==> src/rtl/alu_cmd_sequencer_pkg.sv <==
// Shared ALU definitions: opcode encoding, result record and the reference operation.
// Latency: n/a (types and a combinational helper function only).
// Backpressure: n/a.
package alu_pkg;

  localparam int ALU_DATA_W = 32;
  localparam int ALU_OP_W   = 3;

  typedef enum logic [ALU_OP_W-1:0] {
    ADD  = 3'd0,
    SUB  = 3'd1,
    NOR  = 3'd2,
    OR   = 3'd3,
    NAND = 3'd4,
    AND  = 3'd5,
    XNOR = 3'd6
  } alu_op_e;

  localparam logic [ALU_OP_W-1:0] OP_ILLEGAL = 3'd7;

  typedef struct packed {
    logic [ALU_DATA_W-1:0] x;
    logic                  z;
  } alu_result_t;

  // Behaviour of the SimpleAlu; ADD/SUB wrap at ALU_DATA_W, illegal codes give zero.
  function automatic alu_result_t alu_compute(input logic [ALU_DATA_W-1:0] a,
                                              input logic [ALU_DATA_W-1:0] b,
                                              input logic [ALU_OP_W-1:0]   op);
    alu_result_t r;
    r.x = '0;
    case (alu_op_e'(op))
      ADD:     r.x = a + b;
      SUB:     r.x = a - b;
      NOR:     r.x = ~(a | b);
      OR:      r.x = a | b;
      NAND:    r.x = ~(a & b);
      AND:     r.x = a & b;
      XNOR:    r.x = ~(a ^ b);
      default: r.x = '0;
    endcase
    r.z = (r.x == '0);
    return r;
  endfunction

endpackage

==> src/rtl/alu_cmd_sequencer_if.sv <==
// Bundle of the command stream, the ALU operand/result ports and the result stream.
// Latency: n/a (wires only).
// Backpressure: s_valid/s_ready and m_valid/m_ready are standard valid/ready pairs.
interface alu_cmd_sequencer_if #(
  parameter int DATA_WIDTH = 32,
  parameter int OP_WIDTH   = 3
);

  logic                  s_valid;
  logic                  s_ready;
  logic [DATA_WIDTH-1:0] s_a;
  logic [DATA_WIDTH-1:0] s_b;
  logic [OP_WIDTH-1:0]   s_op;

  logic [DATA_WIDTH-1:0] alu_a;
  logic [DATA_WIDTH-1:0] alu_b;
  logic [OP_WIDTH-1:0]   alu_op;
  logic [DATA_WIDTH-1:0] alu_x;
  logic                  alu_z;

  logic                  m_valid;
  logic                  m_ready;
  logic [DATA_WIDTH-1:0] m_x;
  logic                  m_z;

  // Sequencer side.
  modport slave (
    input  s_valid, s_a, s_b, s_op, alu_x, alu_z, m_ready,
    output s_ready, alu_a, alu_b, alu_op, m_valid, m_x, m_z
  );

  // Command source / result sink / ALU side.
  modport master (
    output s_valid, s_a, s_b, s_op, alu_x, alu_z, m_ready,
    input  s_ready, alu_a, alu_b, alu_op, m_valid, m_x, m_z
  );

endinterface

==> src/rtl/alu_cmd_sequencer_result_fifo.sv <==
// Synchronous FIFO of ALU results; head is a direct read of the oldest entry (no bypass).
// Latency: a push is visible at the head the cycle after it is written.
// Backpressure: push ignored when full, pop ignored when empty; push and pop may coincide.
module alu_result_fifo
  import alu_pkg::*;
#(
  parameter int DEPTH = 4
) (
  input  logic        clk,
  input  logic        reset,
  input  logic        push,
  input  alu_result_t push_dat,
  input  logic        pop,
  output alu_result_t head,
  output logic        full,
  output logic        empty
);

  localparam int AW = $clog2(DEPTH);

  alu_result_t     mem [DEPTH];
  logic [AW-1:0]   wr_ptr;
  logic [AW-1:0]   rd_ptr;
  logic [AW:0]     count;
  logic            do_push;
  logic            do_pop;

  assign full    = (count == (AW+1)'(DEPTH));
  assign empty   = (count == '0);
  assign do_push = push & ~full;
  assign do_pop  = pop & ~empty;
  assign head    = mem[rd_ptr];

  // Storage array; contents need no reset because empty masks the head.
  always_ff @(posedge clk) begin
    if (do_push) begin
      mem[wr_ptr] <= push_dat;
    end
  end

  // Pointers wrap naturally since DEPTH is a power of two.
  always_ff @(posedge clk) begin
    if (reset) begin
      wr_ptr <= '0;
      rd_ptr <= '0;
      count  <= '0;
    end else begin
      if (do_push) wr_ptr <= wr_ptr + 1'b1;
      if (do_pop)  rd_ptr <= rd_ptr + 1'b1;
      case ({do_push, do_pop})
        2'b10:   count <= count + 1'b1;
        2'b01:   count <= count - 1'b1;
        default: count <= count;
      endcase
    end
  end

endmodule

==> src/rtl/alu_cmd_sequencer.sv <==
// Issues A/B/OP commands to a fixed-latency ALU and returns X/Z results in issue order.
// Latency: command accept to m_valid is ALU_LATENCY+2 cycles with an empty result FIFO.
// Backpressure: credit-based; s_ready drops when in-flight plus queued results reach
// RESULT_DEPTH. Optional ALU_SEQ_CHECK_EN adds an in-line result checker (chk_err ports).
module alu_cmd_sequencer
  import alu_pkg::*;
#(
  parameter int DATA_WIDTH   = ALU_DATA_W,
  parameter int OP_WIDTH     = ALU_OP_W,
  parameter int ALU_LATENCY  = 1,
  parameter int RESULT_DEPTH = 4
) (
  input  logic               clk,
  input  logic               reset,
  alu_cmd_sequencer_if.slave bus,
  output logic [15:0]        illegal_cnt,
  output logic               busy
`ifdef ALU_SEQ_CHECK_EN
  ,
  output logic               chk_err,
  output logic [15:0]        chk_err_cnt
`endif
);

  localparam int CW = $clog2(RESULT_DEPTH + 1);

  logic                 rdy_en;
  logic [CW-1:0]        credits;
  logic [ALU_LATENCY:0] inflight;
  logic                 accept;
  logic                 op_legal;
  logic                 issue;
  logic                 drop;
  logic                 pop;
  logic                 capture;
  alu_result_t          cap_dat;
  alu_result_t          head;
  logic                 fifo_full;
  logic                 fifo_empty;

  assign op_legal = (bus.s_op < OP_WIDTH'(OP_ILLEGAL));
  assign accept   = bus.s_valid & bus.s_ready;
  assign issue    = accept & op_legal;
  assign drop     = accept & ~op_legal;
  assign pop      = bus.m_valid & bus.m_ready;
  assign capture  = inflight[ALU_LATENCY];

  // rdy_en holds s_ready low during reset and for the cycle it is released in.
  always_ff @(posedge clk) begin
    if (reset) rdy_en <= 1'b0;
    else       rdy_en <= 1'b1;
  end

  assign bus.s_ready = rdy_en & (credits != '0);

  // One credit per result slot: taken on legal issue, given back on result pop.
  always_ff @(posedge clk) begin
    if (reset) begin
      credits <= CW'(RESULT_DEPTH);
    end else begin
      case ({issue, pop})
        2'b10:   credits <= credits - 1'b1;
        2'b01:   credits <= credits + 1'b1;
        default: credits <= credits;
      endcase
    end
  end

  // ALU input registers; they hold their value while idle or on illegal commands.
  always_ff @(posedge clk) begin
    if (reset) begin
      bus.alu_a  <= '0;
      bus.alu_b  <= '0;
      bus.alu_op <= '0;
    end else if (issue) begin
      bus.alu_a  <= bus.s_a;
      bus.alu_b  <= bus.s_b;
      bus.alu_op <= bus.s_op;
    end
  end

  // In-flight marker pipe; the tail bit says alu_x/alu_z carry a result this cycle.
  always_ff @(posedge clk) begin
    if (reset) inflight <= '0;
    else       inflight <= {inflight[ALU_LATENCY-1:0], issue};
  end

  // Dropped illegal-opcode commands, saturating.
  always_ff @(posedge clk) begin
    if (reset) begin
      illegal_cnt <= '0;
    end else if (drop && (illegal_cnt != 16'hFFFF)) begin
      illegal_cnt <= illegal_cnt + 16'd1;
    end
  end

  assign cap_dat.x = ALU_DATA_W'(bus.alu_x);
  assign cap_dat.z = bus.alu_z;

  // Credits already prevent overflow; the full term only guards against misuse.
  alu_result_fifo #(
    .DEPTH (RESULT_DEPTH)
  ) u_fifo (
    .clk      (clk),
    .reset    (reset),
    .push     (capture & ~fifo_full),
    .push_dat (cap_dat),
    .pop      (pop),
    .head     (head),
    .full     (fifo_full),
    .empty    (fifo_empty)
  );

  // Result stream straight from the FIFO head, zeroed while empty.
  always_comb begin
    bus.m_valid = ~fifo_empty;
    bus.m_x     = '0;
    bus.m_z     = 1'b0;
    if (!fifo_empty) begin
      bus.m_x = head.x[DATA_WIDTH-1:0];
      bus.m_z = head.z;
    end
  end

  assign busy = (|inflight) | ~fifo_empty;

`ifdef ALU_SEQ_CHECK_EN
  alu_result_t           exp_res;
  logic [DATA_WIDTH-1:0] exp_now;
  logic [DATA_WIDTH-1:0] exp_pipe [ALU_LATENCY+1];
  logic [DATA_WIDTH-1:0] exp_tail;
  logic                  chk_mis;
  logic                  chk_unused;

  assign exp_res    = alu_compute(ALU_DATA_W'(bus.s_a), ALU_DATA_W'(bus.s_b),
                                  ALU_OP_W'(bus.s_op));
  assign exp_now    = exp_res.x[DATA_WIDTH-1:0];
  assign chk_unused = exp_res.z;
  assign exp_tail   = exp_pipe[ALU_LATENCY];
  assign chk_mis    = capture &
                      ((bus.alu_x != exp_tail) | (bus.alu_z != (exp_tail == '0)));

  // Expected X travels in lock-step with the in-flight marker.
  always_ff @(posedge clk) begin
    exp_pipe[0] <= exp_now;
    for (int i = 1; i <= ALU_LATENCY; i++) begin
      exp_pipe[i] <= exp_pipe[i-1];
    end
  end

  // Sticky error flag and saturating mismatch count.
  always_ff @(posedge clk) begin
    if (reset) begin
      chk_err     <= 1'b0;
      chk_err_cnt <= '0;
    end else if (chk_mis) begin
      chk_err <= 1'b1;
      if (chk_err_cnt != 16'hFFFF) chk_err_cnt <= chk_err_cnt + 16'd1;
    end
  end
`endif

endmodule

==> src/flat_wrapper.sv <==
// flat-port wrapper written by rule: the top's interface ports become plain ports
module alu_cmd_sequencer_flat import alu_pkg::*;
#(
  parameter int DATA_WIDTH   = ALU_DATA_W,
  parameter int OP_WIDTH     = ALU_OP_W,
  parameter int ALU_LATENCY  = 1,
  parameter int RESULT_DEPTH = 4
)
  (clk, reset, illegal_cnt, busy, bus_s_valid, bus_s_a, bus_s_b, bus_s_op, bus_alu_x, bus_alu_z, bus_m_ready, bus_s_ready, bus_alu_a, bus_alu_b, bus_alu_op, bus_m_valid, bus_m_x, bus_m_z);
  alu_cmd_sequencer_if #(.DATA_WIDTH(DATA_WIDTH), .OP_WIDTH(OP_WIDTH)) bus_i ();
  input  logic clk;
  input  logic reset;
  output logic [15:0] illegal_cnt;
  output logic busy;
  input wire logic [$bits(bus_i.s_valid)-1:0] bus_s_valid;
  input wire logic [$bits(bus_i.s_a)-1:0] bus_s_a;
  input wire logic [$bits(bus_i.s_b)-1:0] bus_s_b;
  input wire logic [$bits(bus_i.s_op)-1:0] bus_s_op;
  input wire logic [$bits(bus_i.alu_x)-1:0] bus_alu_x;
  input wire logic [$bits(bus_i.alu_z)-1:0] bus_alu_z;
  input wire logic [$bits(bus_i.m_ready)-1:0] bus_m_ready;
  output wire logic [$bits(bus_i.s_ready)-1:0] bus_s_ready;
  output wire logic [$bits(bus_i.alu_a)-1:0] bus_alu_a;
  output wire logic [$bits(bus_i.alu_b)-1:0] bus_alu_b;
  output wire logic [$bits(bus_i.alu_op)-1:0] bus_alu_op;
  output wire logic [$bits(bus_i.m_valid)-1:0] bus_m_valid;
  output wire logic [$bits(bus_i.m_x)-1:0] bus_m_x;
  output wire logic [$bits(bus_i.m_z)-1:0] bus_m_z;
  assign bus_i.s_valid = bus_s_valid;
  assign bus_i.s_a = bus_s_a;
  assign bus_i.s_b = bus_s_b;
  assign bus_i.s_op = bus_s_op;
  assign bus_i.alu_x = bus_alu_x;
  assign bus_i.alu_z = bus_alu_z;
  assign bus_i.m_ready = bus_m_ready;
  assign bus_s_ready = bus_i.s_ready;
  assign bus_alu_a = bus_i.alu_a;
  assign bus_alu_b = bus_i.alu_b;
  assign bus_alu_op = bus_i.alu_op;
  assign bus_m_valid = bus_i.m_valid;
  assign bus_m_x = bus_i.m_x;
  assign bus_m_z = bus_i.m_z;
  alu_cmd_sequencer #(.DATA_WIDTH(DATA_WIDTH), .OP_WIDTH(OP_WIDTH), .ALU_LATENCY(ALU_LATENCY), .RESULT_DEPTH(RESULT_DEPTH)) u_core (.clk(clk), .reset(reset), .bus(bus_i), .illegal_cnt(illegal_cnt), .busy(busy));
endmodule
==> config.mk <==
export PLATFORM = sky130hd
export DESIGN_NAME = alu_cmd_sequencer_flat
export DESIGN_NICKNAME = d
export VERILOG_FILES = /design/src/rtl/alu_cmd_sequencer_pkg.sv /design/src/rtl/alu_cmd_sequencer_if.sv /design/src/rtl/alu_cmd_sequencer_result_fifo.sv /design/src/rtl/alu_cmd_sequencer.sv /design/src/flat_wrapper.sv
export SDC_FILE = /design/constraint.sdc
export NUM_CORES = 1
export LEC_CHECK = 0
export CAP_MARGIN = 20
export CORE_UTILIZATION = 41
export DETAILED_ROUTE_END_ITERATION = 7
export MAX_ROUTING_LAYER = met4
export PLACE_DENSITY = 0.69
export SLEW_MARGIN = 20
export SYNTH_ARGS = -nofsm -noshare
export SYNTH_HDL_FRONTEND = slang
export SYNTH_SLANG_ARGS = --single-unit
export TNS_END_PERCENT = 100
==> constraint.sdc <==
create_clock -name clk -period 6.75 [get_ports clk]
set_input_delay 1.35 -clock clk [delete_from_list [all_inputs] [get_ports clk]]
set_output_delay 1.35 -clock clk [all_outputs]
set_load 0.05 [all_outputs]
==> key figures, run 1 <==
Setup path
  – Crit path DAT: 2.96 ns
  – Crit path kind: reg2out
  – Family with the most delay on the worst path: buffers and inverters
  – Crit-path cells: buf_4 > mux4_2 > and2_1 > clkdlybuf4s50_1
  – Critical Path End Type: output pin
  – CP Buf/Inv Count: 2
  – Worst EP required: 5.40 ns
  – CP startpoint kind: register
  – CP max FO: 28
  – Critical path's slowest cell: clkdlybuf4s50_1
  – Largest stage delay, worst path: 0.70 ns

Route
  – DRT antenna net count: 0
  – Metal-1 WL: 8.48 mm
  – Total Wirelength: 19.5 mm
  – Highest Signal Layer: met4
  – Met2 routed WL: 9.14 mm
  – Detailed Routing Iterations Pass 1: 4
  – Via density: 5.04
  – Met3 wire len: 1.60 mm
  – Average wire per standard cell: 16.4 um
  – Vias: 6007
  – DR DRC count: 0
  – DR iter-0 viols: 384

Finish
  – Post-route core utilization: 57.4%
  – Sequential cell area: 5930 um^2
  – # fillers: 1750
  – # diodes: 0
  – Most frequent cells in the layout: clkdlybuf4s50_1 (221), nand2_1 (137), edfxtp_1 (132)
  – Area growth, synth to finish: 37.0%
  – Commonest non-fill, non-tap cell in the layout: clkdlybuf4s50_1
  – Layout cells sized above 1: 9.93%
  – Area of the multi-input gates: 2700 um^2
  – Final Net Count: 1010

Global routing
  – Largest net degree at the start of global routing: 69
  – Vias in the first global route: 6052
  – First-pass GRT wire length: 31.2 mm
  – Total track usage: 18.4%
  – GR Overflow Total: 0
  – Initial antenna violation count: 0

Flow run
  – Max-cap violation count: 0

Power
  – Sequential Power Share: 44.0%
  – Gate power share: 19.7%
  – Peak supply drop: 0.000160 V
  – Pleak: 0.00400 uW
  – Internal power: 2570 uW
  – Switching fraction of total power: 27.6%
  – PD cells: 293 nW/um^2
  – Clock power frac: 36.3%
  – Tot Pwr: 3540 uW
  – Sw power: 977 uW

Clock tree
  – Post-CTS resize count: 0
  – H-tree depth: 1
  – Max Buffers Root-to-Sink: 3
  – Clk root buf: clkbuf_16
  – CTS Hold Bufs: 0
  – Post-CTS setup buffer count: 0
  – Clk sinks: 230
  – Clk_lat worst skew: 0.51 ns
  – CTS tree: yes
  – Clock edge transition at the registers on the reported setup and hold paths: 0.06 ns
  – CTS Buf Count: 25

Floorplan
  – Die W: 149 um
  – # rows: 53
  – DIE HEIGHT: 149 um
  – IO Pins: 223
  – Initial Utilization: 41.9%
  – Core area: 21100 um^2
  – Die area: 22100 um^2

Timing
  – Hold_ws: 0.452 ns
  – Fin crit share: 63.9%
  – Worst rel slew slack: 50.0%
  – Setup_tns: 0 ns
  – Slew Viols, Final: 0
  – Worst-margin pin slew: 0.750 ns
  – RSZ-0062 raised after global routing: false
  – Final setup violation count: 0
  – Fin crit period: 4.31 ns
  – Final Hold Violating Endpoints: 0
  – Setup Skew: 0.00762 ns
  – Fmax: 232 MHz

Synthesis
  – Async S/R FF share, synth: 0%
  – Cell count after synthesis: 680
  – Dominant cell type by area after synthesis: edfxtp_1
  – EDFF count, synth: 132
  – Area share of and/or/nand/nor cells after synthesis: 12.9%
  – Net Count, Synth: 793
  – Mux cell area share after synthesis: 9.28%
  – Post-synthesis adder-cell area fraction: 1.45%
  – Synth Area in Compound Gates: 6.11%
  – Area share of the largest cell type after synthesis: 44.9%
  – Post-Syn Area per Cell: 13.0 um^2
  – Post-Syn Area: 8830 um^2
  – Xor and xnor area share after synthesis: 0.694%
  – Warnings, synthesis: 0
  – Main area contributors after synthesis: edfxtp_1 (45%), dfxtp_1 (22%), mux4_2 (8.4%), nand2_1 (5.8%), a21oi_1 (4.3%)
  – Post-synth top flop: edfxtp_1
  – Main combinational cell family by area after synthesis: simple AND/OR/NAND/NOR gates
  – FF+latch count, synth: 230
  – Sequential-to-total area share from yosys stat: 67.1%
  – Synth cell types: 42

Run status
  – Status: finished, final reports clean

Min path
  – HP Class: reg2reg

Place
  – DP Wirelength: 12.3 mm
  – RD Place Congestion: 0.774
  – Port Buffers: 222
==> worst paths after layout <==
path,slack (ns),from,cells after the start,end
min,0.45,u_core.bus.alu_a[26]$_SDFFE_PP0P_,2,u_core.bus.alu_a[26]$_SDFFE_PP0P_
min reg2reg,0.45,u_core.bus.alu_a[26]$_SDFFE_PP0P_,2,u_core.bus.alu_a[26]$_SDFFE_PP0P_
max reg2reg,4.18,u_core.credits[1]$_SDFFE_PP0P_,10,u_core.credits[2]$_SDFFE_PP1P_
max,2.44,register,4,bus_m_x[26]
==> worst reg2reg max path: cells and delay by family (launching register included) <==
kind	cells	cell delay, ns
XOR/XNOR	1	0.15
adder cells (fa/ha/maj)	2	0.56
flip-flops	1	0.37
buffers and inverters	3	0.50
AO/OA/AOI/OAI	1	0.38
AND/OR/NAND/NOR	3	0.55
==> layer usage <==
metal  up-vias  global-route usage [%]
met5         -                       -
met4         0                    4.23
met3        28                    4.80
met2       208                    29.5
met1      2891                    23.5
li1       2880                       -
==> per-stage QoR <==
stage	area (um^2)	worst slack, ns	cells
after CTS	12100	2.35	1191
after detailed placement	11300	2.88	1145
after global routing	12100	2.26	1191
final	12100	2.44	1191
after floorplan	8830	3.49	680
after global placement	11300	2.93	1145
==> final cells by class <==
type                            count  share of cell area (%)
Sequential cell                   230                    49.0
Multi-Input combinational cell    395                    22.3
Timing Repair Buffer              233                    19.0
Clock buffer                       34                    5.53
Tap cell                          275                    2.84
Clock inverter                     12                   0.931
Inverter                           12                   0.372
==> synthesized netlist by cell type (7+ instances only) <==
library cell	number
a21oi_1	76
and2_1	40
clkbuf_1	32
dfxtp_1	98
edfxtp_1	132
ha_1	7
inv_1	11
mux4_2	33
nand2_1	137
nand3_1	8
nor2_1	16
o31ai_1	8
or3_1	7
or4_1	8
==> state kept, by name, indices dropped and copies added, names as in the netlist, named ones only <==
register,cells
u_core.u_fifo.count,3
u_core.illegal_cnt,16
u_core.rdy_en,1
u_core.bus.alu_b,32
u_core.inflight,2
u_core.u_fifo.wr_ptr,2
u_core.u_fifo.mem,132
u_core.credits,3
u_core.bus.alu_a,32
u_core.bus.alu_op,3
u_core.u_fifo.rd_ptr,2
==> power groups by stage <==
stage | sequential (uW) | combinational (uW) | clock [uW]
after floorplan | 1680 | 357 | 0
after global placement | 1590 | 699 | 0
after detailed placement | 1590 | 703 | 0
after CTS | 1560 | 706 | 1320
after global routing | 1570 | 746 | 1380
final | 1560 | 697 | 1290
==> kinds of logic (layout without fill, tap and decap cells) <==
kind of cell | after synthesis | in the layout
DFF | 230 | 230
muxes | 40 | 40
buffers and inverters | 55 | 291
xor gates and xnor gates | 7 | 7
AOI/OAI and AO/OA | 96 | 96
adders and majority gates | 9 | 9
and+or+nand+nor | 243 | 243
Note: power is estimated with default switching activity, not from simulation.
==> run 2: changes to the inputs <==
- PLACE_DENSITY: 0.69 -> 0.71
- clock period: 6.75 -> 3.7 ns (I/O delays scaled with it)
==> run 2 against run 1 <==
Design area fell by 0.55%. Clock skew hardly changed. Core utilization down 0.31 points. Combinational power is 79% higher. Highest routed layer unchanged.
==> key figures, run 2 (synthesis results as in run 1) <==
Clock tree
  – CTS tree: yes
  – Clk root buf: clkbuf_16
  – CTS Buf Count: 24
  – Max Buffers Root-to-Sink: 3
  – Clk_lat worst skew: 0.50 ns
  – Post-CTS resize count: 0
  – CTS Hold Bufs: 0
  – Post-CTS setup buffer count: 0
  – Clock edge transition at the registers on the reported setup and hold paths: 0.06 ns
  – Clk sinks: 230
  – H-tree depth: 1

Global routing
  – Vias in the first global route: 6058
  – Largest net degree at the start of global routing: 68
  – Initial antenna violation count: 0
  – Total track usage: 18.7%
  – GR Overflow Total: 0
  – First-pass GRT wire length: 31.4 mm

Run status
  – Status: finished, final reports clean

Floorplan
  – Die W: 149 um
  – Initial Utilization: 41.9%
  – DIE HEIGHT: 149 um
  – Die area: 22100 um^2
  – Core area: 21100 um^2
  – IO Pins: 223
  – # rows: 53

Finish
  – # diodes: 0
  – Area of the multi-input gates: 2700 um^2
  – Top Registers: u_core.u_fifo.mem: 132 flops, u_core.bus.alu_a: 32 flops, u_core.bus.alu_b: 32 flops
  – Commonest non-fill, non-tap cell in the layout: clkdlybuf4s50_1
  – Layout cells sized above 1: 13.6%
  – Largest Register: u_core.u_fifo.mem
  – Final Net Count: 1006
  – Most frequent cells in the layout: clkdlybuf4s50_1 (188), nand2_1 (137), edfxtp_1 (132)
  – Non-filler cells, final: 1185
  – Sequential cell area: 5930 um^2
  – # fillers: 1776
  – Final Instance Area: 12000 um^2
  – Area growth, synth to finish: 36.2%
  – Max reg flops: 132

Route
  – Via density: 5.05
  – DR DRC count: 0
  – Met2 routed WL: 9.57 mm
  – Detailed Routing Iterations Pass 1: 4
  – DRT antenna net count: 0
  – Vias: 5990
  – Met3 wire len: 1.77 mm
  – Total Wirelength: 20.1 mm
  – DR iter-0 viols: 315
  – Highest Signal Layer: met4
  – Metal-1 WL: 8.42 mm
  – Average wire per standard cell: 17.0 um

Place
  – Placed cell count: 1142
  – RD Place Congestion: 0.766
  – DP Wirelength: 12.6 mm
  – Port Buffers: 222
  – Cell Area, Placed: 11200 um^2
  – Pre-CTS setup slack: 0.829 ns

Timing
  – Final Hold Violating Endpoints: 0
  – Worst rel slew slack: 38.4%
  – RSZ-0062 raised after global routing: false
  – Fmax: 317 MHz
  – Setup Skew: 0.00801 ns
  – Hold_ws: 0.451 ns
  – Worst-margin pin slew: 0.924 ns
  – Final setup violation count: 0
  – Fin crit share: 85.3%
  – Setup_tns: 0 ns
  – Fin crit period: 3.16 ns
  – Fin worst setup slack: 0.543 ns
  – Slew Viols, Final: 0

Setup path
  – Crit path DAT: 2.42 ns
  – Critical path's slowest cell: dfxtp_2
  – CP max FO: 15
  – Crit-path cells: buf_4 > mux4_2 > and2_1 > buf_4
  – CP startpoint kind: register
  – CP Buf/Inv Count: 2
  – Critical Path End Type: output pin
  – Family with the most delay on the worst path: flip-flops
  – CP most frequent cell: buf_4
  – Crit path kind: reg2out
  – Largest stage delay, worst path: 0.67 ns
  – Worst EP required: 2.96 ns

Flow run
  – Max-cap violation count: 0

Power
  – PD cells: 544 nW/um^2
  – Pleak: 0.00406 uW
  – Peak supply drop: 0.000448 V

Min path
  – HP Class: reg2reg
-- run 2: cell count changes in the layout (fill, tap and decap cells not counted), moves of 2 or more --
cell             delta
clkdlybuf4s50_1    -33
buf_4              +29
and2_1              -4
and2_2              +4
clkbuf_1            -3
bufinv_16           +2
-- run 2: worst min-delay path: cells and delay by family, from the launching register on --
| family | cells | cell delay (ns) |
|---|---|---|
| simple gates | 1 | 0.05 |
| flops | 1 | 0.30 |
| compound gates | 1 | 0.05 |
-- run 2: metrics by stage --
step	util, %	total power, uW
final	57.0	6550
after global routing	57.0	6800
after CTS	57.0	6620
after detailed placement	53.2	4170
after global placement	53.2	4160
after floorplan	-	3720
-- run 2: path summary, 6_finish.rpt --
path,start,end,slack (ns),cells past startpoint
setup / recovery,register,bus_m_x[30],0.54,4
hold / removal,u_core.bus.alu_b[6]$_SDFFE_PP0P_,u_core.bus.alu_b[6]$_SDFFE_PP0P_,0.45,2
setup reg to reg,u_core.u_fifo.count[0]$_SDFFE_PP0P_,u_core.u_fifo.count[2]$_SDFFE_PP0P_,1.26,9
hold reg to reg,u_core.bus.alu_b[6]$_SDFFE_PP0P_,u_core.bus.alu_b[6]$_SDFFE_PP0P_,0.45,2
-- run 2: cell type report --
type | instances | share of cell area (%)
Clock buffer | 30 | 5.36
Clock inverter | 13 | 1.32
Inverter | 12 | 0.374
Multi-Input combinational cell | 395 | 22.5
Sequential cell | 230 | 49.3
Tap cell | 275 | 2.86
Timing Repair Buffer | 230 | 18.3
-- run 2: where the power goes --
part | switching [uW] | internal [uW]
Sequential | 68.2 | 2790
Combinational | 777 | 472
Clock | 940 | 1500
Total | 1790 | 4760
-- run 2: layer usage --
| layer | up-vias | track usage (%) |
|---|---|---|
| met5 | - | - |
| li1 | 2875 | - |
| met1 | 2849 | 23.5 |
| met4 | 0 | 4.69 |
| met2 | 236 | 29.7 |
| met3 | 30 | 5.32 |
